## config.mk

```make
export PLATFORM = sky130hd
export DESIGN_NAME = mem_bus_master
export DESIGN_NICKNAME = d
export VERILOG_FILES = /design/src/rtl/mem_bus_master_pkg.sv /design/src/rtl/mem_bus_master_wait_timer.sv /design/src/rtl/mem_bus_master.sv
export SDC_FILE = /design/constraint.sdc
export NUM_CORES = 1
export LEC_CHECK = 0
export BUFFER_PORTS_ARGS = -buffer_cell sky130_fd_sc_hd__buf_2
export CAP_MARGIN = 0
export CORE_AREA = 2 2 420 422
export DETAILED_ROUTE_END_ITERATION = 6
export DIE_AREA = 0 0 422 424
export GPL_ROUTABILITY_DRIVEN = 0
export PLACE_DENSITY_LB_ADDON = 0.2
export SYNTH_ARGS = -nofsm -noshare
export SYNTH_HDL_FRONTEND = slang
export SYNTH_SLANG_ARGS = --single-unit
```

## constraint.sdc

```tcl
create_clock -name Clk -period 2.08 [get_ports Clk]
set_input_delay 0.104 -clock Clk [delete_from_list [all_inputs] [get_ports Clk]]
set_output_delay 0.104 -clock Clk [all_outputs]
set_load 0.01 [all_outputs]
```

## src/rtl/mem_bus_master_pkg.sv

```systemverilog
// Shared memory-bus definitions: device selects, address split, FSM states,
// and the registered request record.
package mem_bus_master_pkg;

  // Device select codes driven onto address[15:12]
  localparam logic [3:0] MainMemEn  = 4'h0;
  localparam logic [3:0] InstrMemEn = 4'h1;
  localparam logic [3:0] AluEn      = 4'h2;

  localparam int DEV_W      = 4;
  localparam int OFFS_W     = 12;
  localparam int MBM_DATA_W = 256;

  typedef enum logic [1:0] {IDLE, STROBE, WAIT, RESP} mbm_state_t;

  typedef struct packed {
    logic                  write;
    logic [DEV_W-1:0]      dev;
    logic [OFFS_W-1:0]     addr;
    logic [1:0]            len;
    logic [MBM_DATA_W-1:0] wdata;
  } mem_req_t;

endpackage

```

## src/rtl/mem_bus_master_wait_timer.sv

```systemverilog
// Loadable down-counter; done is high whenever the count has reached zero.
module mbm_wait_timer #(
  parameter int CNT_W = 3
) (
  input  logic             Clk,
  input  logic             nReset,
  input  logic             load,
  input  logic [CNT_W-1:0] load_val,
  output logic             done
);

  logic [CNT_W-1:0] cnt;

  // Load on request, otherwise count down and park at zero
  always_ff @(posedge Clk or negedge nReset) begin
    if (!nReset)          cnt <= '0;
    else if (load)        cnt <= load_val;
    else if (cnt != '0)   cnt <= cnt - 1'b1;
  end

  assign done = (cnt == '0);

endmodule

```

## src/rtl/mem_bus_master.sv

```systemverilog
// Bus initiator: converts single requests into one-cycle nRead/nWrite strobes
// on the shared memory bus (devices act on negedge Clk), captures read data
// after WAIT_STATES cycles and reports each beat with a resp_valid pulse.
module mem_bus_master
  import mem_bus_master_pkg::*;
#(
  parameter int WAIT_STATES = 1,
  parameter int DATA_W      = MBM_DATA_W,
  parameter int ADDR_W      = DEV_W + OFFS_W
) (
  input  logic              Clk,
  input  logic              nReset,
  input  logic              req_valid,
  output logic              req_ready,
  input  logic              req_write,
  input  logic [DEV_W-1:0]  req_dev,
  input  logic [OFFS_W-1:0] req_addr,
  input  logic [1:0]        req_len,
  input  logic [DATA_W-1:0] req_wdata,
  output logic              resp_valid,
  output logic [DATA_W-1:0] resp_rdata,
  output logic              resp_last,
  output logic [ADDR_W-1:0] address,
  output logic              nRead,
  output logic              nWrite,
  output logic [DATA_W-1:0] BusDataOut,
  input  logic [DATA_W-1:0] BusDataIn
);

  // Timer is loaded on the STROBE->WAIT edge, so it counts WAIT_STATES-1 .. 0
  localparam logic [2:0] WAIT_LOAD = (WAIT_STATES > 0) ? 3'(WAIT_STATES - 1) : 3'd0;

  mbm_state_t state_q, state_d;
  mem_req_t   req_q;
  logic [1:0] beat_q;
  logic       accept, tmr_load, tmr_done, last_beat, wr_nxt;

  mbm_wait_timer #(.CNT_W(3)) u_wait (
    .Clk      (Clk),
    .nReset   (nReset),
    .load     (tmr_load),
    .load_val (WAIT_LOAD),
    .done     (tmr_done)
  );

  // State register
  always_ff @(posedge Clk or negedge nReset) begin
    if (!nReset) state_q <= IDLE;
    else         state_q <= state_d;
  end

  // Next state, acceptance and timer load
  always_comb begin
    state_d  = state_q;
    accept   = 1'b0;
    tmr_load = 1'b0;
    unique case (state_q)
      IDLE: if (req_valid) begin
        accept  = 1'b1;
        state_d = STROBE;
      end
      STROBE: if (WAIT_STATES == 0) state_d = RESP;
              else begin
                state_d  = WAIT;
                tmr_load = 1'b1;
              end
      WAIT:   if (tmr_done) state_d = RESP;
      RESP:   state_d = last_beat ? IDLE : STROBE;
      default: state_d = IDLE;
    endcase
  end

  // Writes are stored as len=0 so beat bookkeeping is shared with reads
  assign last_beat = (beat_q == req_q.len);
  assign wr_nxt    = accept ? req_write : req_q.write;

  // Request register; offset steps (wrapping within the device) between beats
  always_ff @(posedge Clk or negedge nReset) begin
    if (!nReset) begin
      req_q  <= '0;
      beat_q <= '0;
    end else if (accept) begin
      req_q  <= '{write: req_write, dev: req_dev, addr: req_addr,
                  len: req_write ? 2'd0 : req_len, wdata: req_wdata};
      beat_q <= '0;
    end else if (state_q == RESP && !last_beat) begin
      req_q.addr <= req_q.addr + 1'b1;
      beat_q     <= beat_q + 1'b1;
    end
  end

  // Strobes registered from next state so each is low for exactly the STROBE cycle
  always_ff @(posedge Clk or negedge nReset) begin
    if (!nReset) begin
      nRead  <= 1'b1;
      nWrite <= 1'b1;
    end else begin
      nRead  <= !(state_d == STROBE && !wr_nxt);
      nWrite <= !(state_d == STROBE &&  wr_nxt);
    end
  end

  // Read data capture on the edge leaving the last STROBE/WAIT cycle of a beat
  always_ff @(posedge Clk or negedge nReset) begin
    if (!nReset)
      resp_rdata <= '0;
    else if (!req_q.write && state_q != RESP && state_d == RESP)
      resp_rdata <= BusDataIn;
  end

  assign req_ready  = (state_q == IDLE);
  assign resp_valid = (state_q == RESP);
  assign resp_last  = resp_valid && last_beat;
  assign address    = ADDR_W'({req_q.dev, req_q.addr});
  assign BusDataOut = (state_q != IDLE && req_q.write) ? DATA_W'(req_q.wdata) : '0;

endmodule

```

==> run_results.csv, run 1 <==
group,metric,value,unit
run,maxCapViolCount,0,
synth,ys.warnings.count,0,
timing,finalWorstSetupSlack,-326,ps
layout,postLayoutCellArea,42900,um^2
timing,grt_setup_unrepaired,"true",
setup_path,crit_arrival,2960,ps
synth,synth_edf_count,0,
grt,grt_max_degree,83,
min_path,hp-class,"in2async",
run_status,violations,"setup timing",
synth,synth_fp_nets,2621,
timing,fin_crit_sh,116,%
synth,synth_seq_cells,540,
pwr,vdd.ir_drop.worst,654,uV
clock_tree,cts_buffer_depth,3,
synth,yosys.cell_count.top_type,"nand2_1",
die,die_area,179000,um^2
pwr,p_switching,24.5,mW
synth,synthDominantCellAreaShare,60.3,%
die,num_rows,154,
synth,yosysTopAreaCell,"dfrtp_1",
grt,overflow,0,
layout,drive_above_1_share,43.3,%
grt,grt_pass1_vias,23200,
placement,numPortBuffers,1066,
timing,skew,23.3,ps
placement,dp_slack,-245,ps
synth,synthCells,2079,
placement,placed_cell_area,31100,um^2
die,die_h,424,um
die,die_w,422,um
pwr,p_seq_share,29.0,%
synth,ys_top_cells_by_count,"nand2_1, dfrtp_1, and2_1",
layout,syn2layout_area_growth,92.2,%
synth,synth_cell_types,40,
setup_path,criticalPathCategory,"reg2reg",
grt,grt_usage,14.2,%
pwr,p_clk_share,19.9,%
clock_tree,clk_latency,670,ps
synth,synth.avg_cell_area,10.7,um^2
synth,async_flop_share,100,%
pwr,power,65.4,mW
routing,vias,21900,
clock_tree,clk_pin_slew_worst_paths,60,ps
layout,fin_nets,4357,
routing,wl_per_cell,21.3,um
pwr,power_frac_comb,51.1,%
grt,grt_pass1_wl,182000,um
synth,yosys-top-cells-area,"dfrtp_1, nand2_1, mux2_1",
routing,viasPerCell,3.52,
timing,worstMarginPinSlew,770,ps
setup_path,start_kind,"flip-flop",
timing,hold_viol_final,0,
pwr,power.internal,40.9,mW
routing,drt-total-wl,132000,um
timing,finalMaxSlewViolations,0,
timing,max-slew-margin-rel,48.7,%
pwr,swShare,37.4,%
grt,antenna_found_initial,23,
clock_tree,cts_root_buffer,"clkbuf_16",
pwr,p_leak,21.2,nW
clock_tree,cts_tree,"done",
placement,place_hpwl,95600,um
clock_tree,cts_buffers,76,
routing,first_iter_violations,1121,
synth,yosysSeqAreaShare,60.5,%
pwr,power_density,1520,nW/um^2
setup_path,critPathMaxStageDelay,390,ps
routing,drc,0,
synth,ys.flop_type,"dfrtp_1",
timing,fin_crit,2410,ps
clock_tree,cts_sinks,540,
routing,firstDrtPassIters,5,
run_status,status,"finished with violations",
synth,synth_area,22300,um^2
setup_path,worst-path-max-fanout,5,
clock_tree,htreeDepth,3,
setup_path,cp_cell_sequence,"buf_4 -> buf_6 -> ha_4 -> nor2_2 -> nand2_2 -> a211oi_4 -> buf_12 -> buf_12 -> buf_16 -> buf_6 -> buf_16 -> mux2_1",
timing,fmax,0.416,GHz
die,initial_utilization,12.8,%
timing,whs,62.9,ps
timing,setup-tns-final,-113280,ps
setup_path,critPathRequiredTime,2630,ps
routing,ant_nets,0,
die,coreArea,175000,um^2
setup_path,crit_path_end_kind,"flip-flop",
timing,finalSetupViolations,514,
setup_path,crit_path_top_delay_cell,"dfrtp_1",
die,ios,1067,
flip-flops by register name (all words and copies together), names as in the netlist:
signal      count
resp_rdata    256
address        16
state_q         2
u_wait.cnt      3
nWrite          1
beat_q          2
nRead           1
req_q         259
layout by cell type (no fill, tap or decap), types with 3 or more instances in the layout:
cell type,n
buf_4,59
clkbuf_1,21
buf_16,44
buf_2,925
diode_2,9
a211oi_1,4
buf_8,14
dfrtp_1,538
clkinvlp_4,3
ha_4,5
nand3b_1,3
dlygate4sd3_1,535
and2_4,122
mux2_2,14
clkinv_2,10
inv_2,5
mux2_4,145
o21ai_0,9
nand4_1,5
xor2_1,6
nand3_1,3
ha_1,3
buf_6,147
nor2_1,11
a21oi_1,4
nand2_1,797
clkbuf_16,87
xnor2_1,8
clkbuf_8,12
and2_1,134
buf_12,60
mux2_1,97
critical path, delay by kind of cell (launching register included):
family	cells	cell delay, ps
adders and majority gates	1	150
and+or+nand+nor	2	190
buffers and inverters	7	960
AOI/OAI and AO/OA	1	250
muxes	1	310
DFF	1	390
path summary, 6_finish.rpt:
| kind | startpoint | end | slack [ps] | cells past startpoint |
|---|---|---|---|---|
| setup / recovery | state_q[0]$_DFF_PN0_ | resp_rdata[49]$_DFFE_PN0P_ | -330 | 12 |
| hold / removal | nReset | req_q[133]$_DFFE_PN0P_ | 60 | 2 |
| setup reg to reg | state_q[0]$_DFF_PN0_ | resp_rdata[49]$_DFFE_PN0P_ | -330 | 12 |
| hold reg to reg | req_q[105]$_DFFE_PN0P_ | req_q[105]$_DFFE_PN0P_ | 460 | 2 |
| max in group asynchronous | nReset | resp_rdata[151]$_DFFE_PN0P_ | 980 | 3 |
| min in group Clk | req_wdata[95] | req_q[95]$_DFFE_PN0P_ | 150 | 4 |
per-stage QoR:
stage / util (%) / cells
2_1_floorplan: - / 2079
3_3_place_gp: 17.8 / 5439
3_5_place_dp: 17.8 / 5439
4_1_cts: 24.2 / 6198
5_1_grt: 24.5 / 6214
6_report: 24.5 / 6219
area by class of cell:
class                      count  area [um^2]
multi-input combinational   1398         9080
inverter                       7         26.3
antenna                        9         22.5
timing repair buffer        1792        14900
fill                       19100       132000
clock inverter                21          211
clock buffer                 112         2220
sequential                   540        13500
tap                         2340         2930
cells by family after synthesis:
logic type	after synthesis	synth area share (%)
simple gates	1087	21.4
flops	540	60.5
mux	258	13.0
buf+inv	141	3.08
compound gates	30	0.902
xor+xnor	15	0.622
fa+ha+maj	8	0.448
power by group through the flow:
stage	Clock (mW)	Combinational [mW]	Sequential [mW]
3_3_place_gp	0	22.4	18.8
4_1_cts	13.5	32.4	18.9
3_5_place_dp	0	22.5	18.9
6_report	13.0	33.4	19.0
2_1_floorplan	0	10.5	19.1
5_1_grt	13.9	35.8	19.6
metal layers:
layer / part of all wire, % / up-vias / GRT usage [%]
met5: 0.0098 / - / 0
met2: 47 / 656 / 23.0
met1: 44 / 11000 / 18.3
met3: 6.5 / 160 / 4.39
met4: 2.5 / 2 / 3.88
li1: - / 10100 / -
repair_timing:
action,CTS,global route
pin swaps,74,24
hold buffers,535,0
buffers inserted,54,11
hold endpoints to repair,931,0
setup endpoints to repair,511,516
gates cloned,40,9
gates resized for setup,530,117
Power figures use the tool's default switching activity.
==> inputs of run 2 (changes only) <==
--- a/config.mk
+++ b/config.mk
@@ -8,7 +8,7 @@
 export BUFFER_PORTS_ARGS = -buffer_cell sky130_fd_sc_hd__buf_2
 export CAP_MARGIN = 0
-export CORE_AREA = 2 2 420 422
+export CORE_AREA = 2 2 416 418
 export DETAILED_ROUTE_END_ITERATION = 6
-export DIE_AREA = 0 0 422 424
+export DIE_AREA = 0 0 418 420
 export GPL_ROUTABILITY_DRIVEN = 0
 export PLACE_DENSITY_LB_ADDON = 0.2
==> constraint.sdc (replaced) <==
create_clock -name Clk -period 2.08 [get_ports Clk]
set_input_delay 0.208 -clock Clk [delete_from_list [all_inputs] [get_ports Clk]]
set_output_delay 0.208 -clock Clk [all_outputs]
set_load 0.01 [all_outputs]
==> run_results.csv, run 2 (synthesis gave the netlist of run 1 again) <==
group,metric,value,unit
grt,antenna_found_initial,15,
timing,max-slew-margin-rel,64.9,%
layout,final_common_cell,"buf_2",
clock_tree,cts_root_buffer,"clkbuf_16",
clock_tree,cts_buffer_depth,3,
setup_path,start_kind,"flip-flop",
timing,worstMarginPinSlew,526,ps
routing,viasPerCell,3.58,
setup_path,critPathMaxStageDelay,360,ps
placement,place_hpwl,97500,um
setup_path,criticalPathCategory,"reg2out",
pwr,vdd.ir_drop.worst,567,uV
timing,finalWorstSetupSlack,-364,ps
pwr,p_leak,20.6,nW
clock_tree,cts_sinks,540,
pwr,power_density,1510,nW/um^2
run_status,status,"finished with violations",
setup_path,critPathRequiredTime,1870,ps
timing,finalMaxSlewViolations,0,
timing,grt_setup_unrepaired,"true",
die,coreArea,171000,um^2
layout,drive_above_1_share,40.7,%
clock_tree,htreeDepth,3,
setup_path,worst-path-max-fanout,7,
layout,fin_nets,4313,
routing,ant_nets,0,
clock_tree,clk_pin_slew_worst_paths,60,ps
timing,setup-tns-final,-124170,ps
die,ios,1067,
placement,numPortBuffers,1066,
clock_tree,cts_tree,"done",
die,die_h,420,um
timing,finalSetupViolations,513,
grt,grt_usage,13.8,%
pwr,power_frac_comb,48.3,%
timing,fin_crit,2440,ps
layout,final_cell_mix,"buf_2, nand2_1, dfrtp_1",
run_status,violations,"setup timing",
setup_path,crit_path_top_delay_cell,"dfrtp_1",
routing,first_iter_violations,1059,
clock_tree,cts_buffers,75,
routing,vias,21700,
setup_path,cp_cell_sequence,"inv_2 -> ha_4 -> nor2b_4 -> buf_6 -> buf_16 -> buf_12 -> buf_16 -> and2_4 -> buf_6",
pwr,p_switching,24.6,mW
routing,drc,0,
pwr,power.internal,38.8,mW
layout,fillers,18500,
grt,grt_pass1_wl,174000,um
timing,hold_viol_final,0,
setup_path,crit_arrival,2240,ps
timing,fmax,0.409,GHz
pwr,p_seq_share,30.6,%
routing,wl_per_cell,21.5,um
min_path,hp-class,"in2reg",
layout,utilization,24.5,%
grt,grt_pass1_vias,22500,
layout,largest_register,"req_q",
placement,dp_slack,-247,ps
clock_tree,clk_latency,680,ps
layout,syn2layout_area_growth,87.5,%
routing,firstDrtPassIters,5,
die,num_rows,152,
routing,wl_met2,61700,um
die,initial_utilization,13.1,%
grt,grt_max_degree,72,
routing,drt-total-wl,131000,um
run,maxCapViolCount,0,
die,die_area,176000,um^2
routing,wl_met1,56400,um
layout,largest_reg_flops,259,
grt,overflow,0,
routing,top_layer_used,"met5",
pwr,p_clk_share,21.1,%
routing,wl_met3,9010,um
die,die_w,418,um
pwr,swShare,38.8,%
setup_path,crit_path_end_kind,"output port",
timing,skew,36.0,ps
timing,fin_crit_sh,118,%
[run 2: changes by cell type in the layout (fill, tap and decap cells not counted), sizes merged]
cell | before | now
bufbuf | 0 | 1
buf | 1249 | 1196
clkbuf | 120 | 124
clkinv | 13 | 16
diode | 9 | 10
bufinv | 2 | 5
clkinvlp | 3 | 2
[run 2: through the flow]
stage	hold WS, ps	total power [mW]	cell area (um^2)	instances
after floorplan	-87.6	29.6	22300	2079
after global placement	143	42.0	30900	5329
after detailed placement	135	42.2	30900	5329
after CTS	18.3	61.7	40700	6041
after global routing	58.5	67.3	41800	6063
final	106	63.4	41900	6070
[run 2: critical path, delay by kind of cell (launching register included)]
kind	cells	cell delay, ps
flip-flops	1	360
AND/OR/NAND/NOR	2	300
buffers and inverters	6	750
adder cells (fa/ha/maj)	1	170
[run 2: area by class of cell]
type / count / area, um^2 / area share, %
Timing Repair Buffer: 1749 / 14300 / 34.3
Sequential cell: 540 / 13500 / 32.3
Multi-Input combinational cell: 1398 / 8640 / 20.6
Tap cell: 2233 / 2790 / 6.68
Clock buffer: 107 / 2110 / 5.03
Clock inverter: 26 / 402 / 0.960
Inverter: 7 / 26.3 / 0.0628
Antenna cell: 10 / 25.0 / 0.0598
[run 2: what timing repair did]
action | in CTS | in global routing
buffers inserted | 28 | 8
pin swaps | 55 | 85
gates resized for setup | 320 | 224
hold endpoints to repair | 900 | 0
hold buffers | 535 | 0
cloned | 18 | 20
setup endpoints to repair | 511 | 513
[run 2: power by group through the flow]
stage               combinational, mW  clock (mW)  sequential (mW)
floorplan                        10.5           0             19.1
global placement                 22.7           0             19.3
detailed placement               22.8           0             19.3
CTS                              28.5        13.9             19.3
global route                     33.0        14.3             20.0
finish                           30.6        13.4             19.4
[run 2: routing by layer]
layer,up-vias,global-route usage (%)
li1,9994,-
met1,10900,17.9
met2,658,22.1
met3,198,4.39
met4,6,3.61
met5,-,0
[run 2: path summary, 6_finish.rpt]
path	startpoint	endpoint	slack [ps]	cells past startpoint
max in group asynchronous	nReset	resp_rdata[66]$_DFFE_PN0P_	410	4
worst max register to register	state_q[0]$_DFF_PN0_	resp_rdata[1]$_DFFE_PN0P_	-260	10
worst min-delay path	req_valid	req_q[256]$_DFFE_PN0P_	110	4
worst max-delay path	state_q[0]$_DFF_PN0_	BusDataOut[137]	-360	9
min in group asynchronous	nReset	resp_rdata[138]$_DFFE_PN0P_	590	3
worst min register to register	req_q[201]$_DFFE_PN0P_	req_q[201]$_DFFE_PN0P_	460	2
==> inputs of run 3 (changes only) <==
- RECOVER_POWER: default -> 100
==> run_results.csv, run 3 (synthesis gave the netlist of run 1 again) <==
group,metric,value,unit
routing,first_iter_violations,1067,
clock_tree,cts_buffer_depth,3,
layout,drive_above_1_share,33.3,%
setup_path,critPathMaxStageDelay,360,ps
timing,finalWorstSetupSlack,-368,ps
routing,ant_nets,0,
timing,fmax,0.408,GHz
clock_tree,clk_pin_slew_worst_paths,50,ps
setup_path,worst-path-max-fanout,7,
clock_tree,cts_sinks,540,
routing,viasPerCell,3.60,
grt,antenna_found_initial,15,
grt,grt_max_degree,72,
setup_path,cp_cell_sequence,"inv_2 -> ha_4 -> nor2b_4 -> buf_6 -> buf_16 -> buf_12 -> buf_16 -> and2_4 -> buf_6",
setup_path,crit_path_end_kind,"output port",
die,die_area,176000,um^2
timing,hold_viol_final,0,
clock_tree,cts_tree,"done",
pwr,power,62.6,mW
setup_path,critPathRequiredTime,1870,ps
timing,max-slew-margin-rel,23.1,%
routing,wl_per_cell,21.5,um
timing,fin_crit,2450,ps
grt,grt_usage,13.8,%
timing,worstMarginPinSlew,1150,ps
routing,vias,21800,
die,initial_utilization,13.1,%
layout,syn2layout_area_growth,85.2,%
grt,overflow,0,
timing,finalMaxSlewViolations,0,
setup_path,crit_path_top_delay_cell,"dfrtp_1",
min_path,hp-class,"in2reg",
clock_tree,cts_buffers,75,
layout,final_cell_mix,"nand2_1, buf_2, dfrtp_1",
pwr,vdd.ir_drop.worst,546,uV
clock_tree,clk_latency,680,ps
clock_tree,cts_root_buffer,"clkbuf_16",
pwr,power_density,1510,nW/um^2
timing,finalSetupViolations,733,
layout,final_common_cell,"nand2_1",
grt,grt_pass1_wl,174000,um
routing,firstDrtPassIters,5,
routing,drc,0,
die,num_rows,152,
placement,numPortBuffers,1066,
run_status,status,"finished with violations",
pwr,p_leak,19.7,nW
layout,largest_reg_flops,259,
layout,largest_register,"req_q",
setup_path,start_kind,"flip-flop",
clock_tree,htreeDepth,3,
die,die_w,418,um
placement,place_hpwl,97500,um
die,die_h,420,um
setup_path,crit_arrival,2240,ps
die,coreArea,171000,um^2
layout,fin_nets,4313,
run_status,violations,"setup timing",
run,maxCapViolCount,0,
timing,grt_setup_unrepaired,"true",
setup_path,criticalPathCategory,"reg2out",
die,ios,1067,
timing,fin_crit_sh,118,%
routing,drt-total-wl,131000,um
timing,whs,156,ps
grt,grt_pass1_vias,22500,
timing,skew,35.8,ps
==> run 3: stage by stage <==
stage | utilization (%) | worst slack (ps) | instance area, um^2 | std cells | TNS (ps)
2_1_floorplan | - | -2.37 | 22300 | 2079 | -474
3_3_place_gp | 18.1 | -287 | 30900 | 5329 | -57160
3_5_place_dp | 18.1 | -247 | 30900 | 5329 | -45310
4_1_cts | 23.8 | -442 | 40700 | 6041 | -142390
5_1_grt | 24.2 | -505 | 41300 | 6063 | -275580
6_report | 24.2 | -368 | 41300 | 6064 | -161360
==> run 3: area by class of cell <==
cell class                      count  area [um^2]
Fill cell                       18700       130000
Timing Repair Buffer             1749        13900
Sequential cell                   540        13500
Multi-Input combinational cell   1398         8620
Tap cell                         2233         2790
Clock buffer                      107         2110
Clock inverter                     26          402
Inverter                            7         26.3
Antenna cell                        4         10.0
==> run 3: metal layers <==
layer	global-route usage, %	wire [um]	up-vias
met5	0	41	-
met4	3.61	3280	6
met3	4.39	9210	194
met2	22.1	61700	698
met1	17.9	56400	10900
li1	-	-	9988
==> run 3: what timing repair did <==
item                                    4_1_cts  5_1_grt
resized for setup                           320      224
hold endpoints to repair                    900        0
pin swaps                                    55       85
hold buffers                                535        0
gates cloned                                 18       20
setup buffers                                28        8
endpoints found under the setup margin      511      513
==> run 3: path summary, 6_finish.rpt <==
path	slack (ps)	from	depth (start not counted)	end
worst min-delay path	160	req_valid	3	state_q[0]$_DFF_PN0_
worst max-delay path	-370	state_q[0]$_DFF_PN0_	9	BusDataOut[223]
worst max register to register	-310	u_wait.cnt[1]$_DFFE_PN0P_	9	resp_rdata[1]$_DFFE_PN0P_
worst min register to register	460	req_q[201]$_DFFE_PN0P_	2	req_q[201]$_DFFE_PN0P_
max in group asynchronous	-180	nReset	5	req_q[43]$_DFFE_PN0P_
min in group asynchronous	870	nReset	3	resp_rdata[138]$_DFFE_PN0P_
==> run 3: worst max-delay path: cells and delay by family, from the launching register on <==
family | cells | cell delay [ps]
fa+ha+maj | 1 | 170
buf+inv | 6 | 750
flops | 1 | 360
simple gates | 2 | 300
==> run 3: where the power goes <==
group	internal [mW]	total (mW)	switching (mW)
Clock	7.77	13.4	5.61
Sequential	15.7	19.5	3.78
Combinational	14.4	29.7	15.3
Total	37.9	62.6	24.7
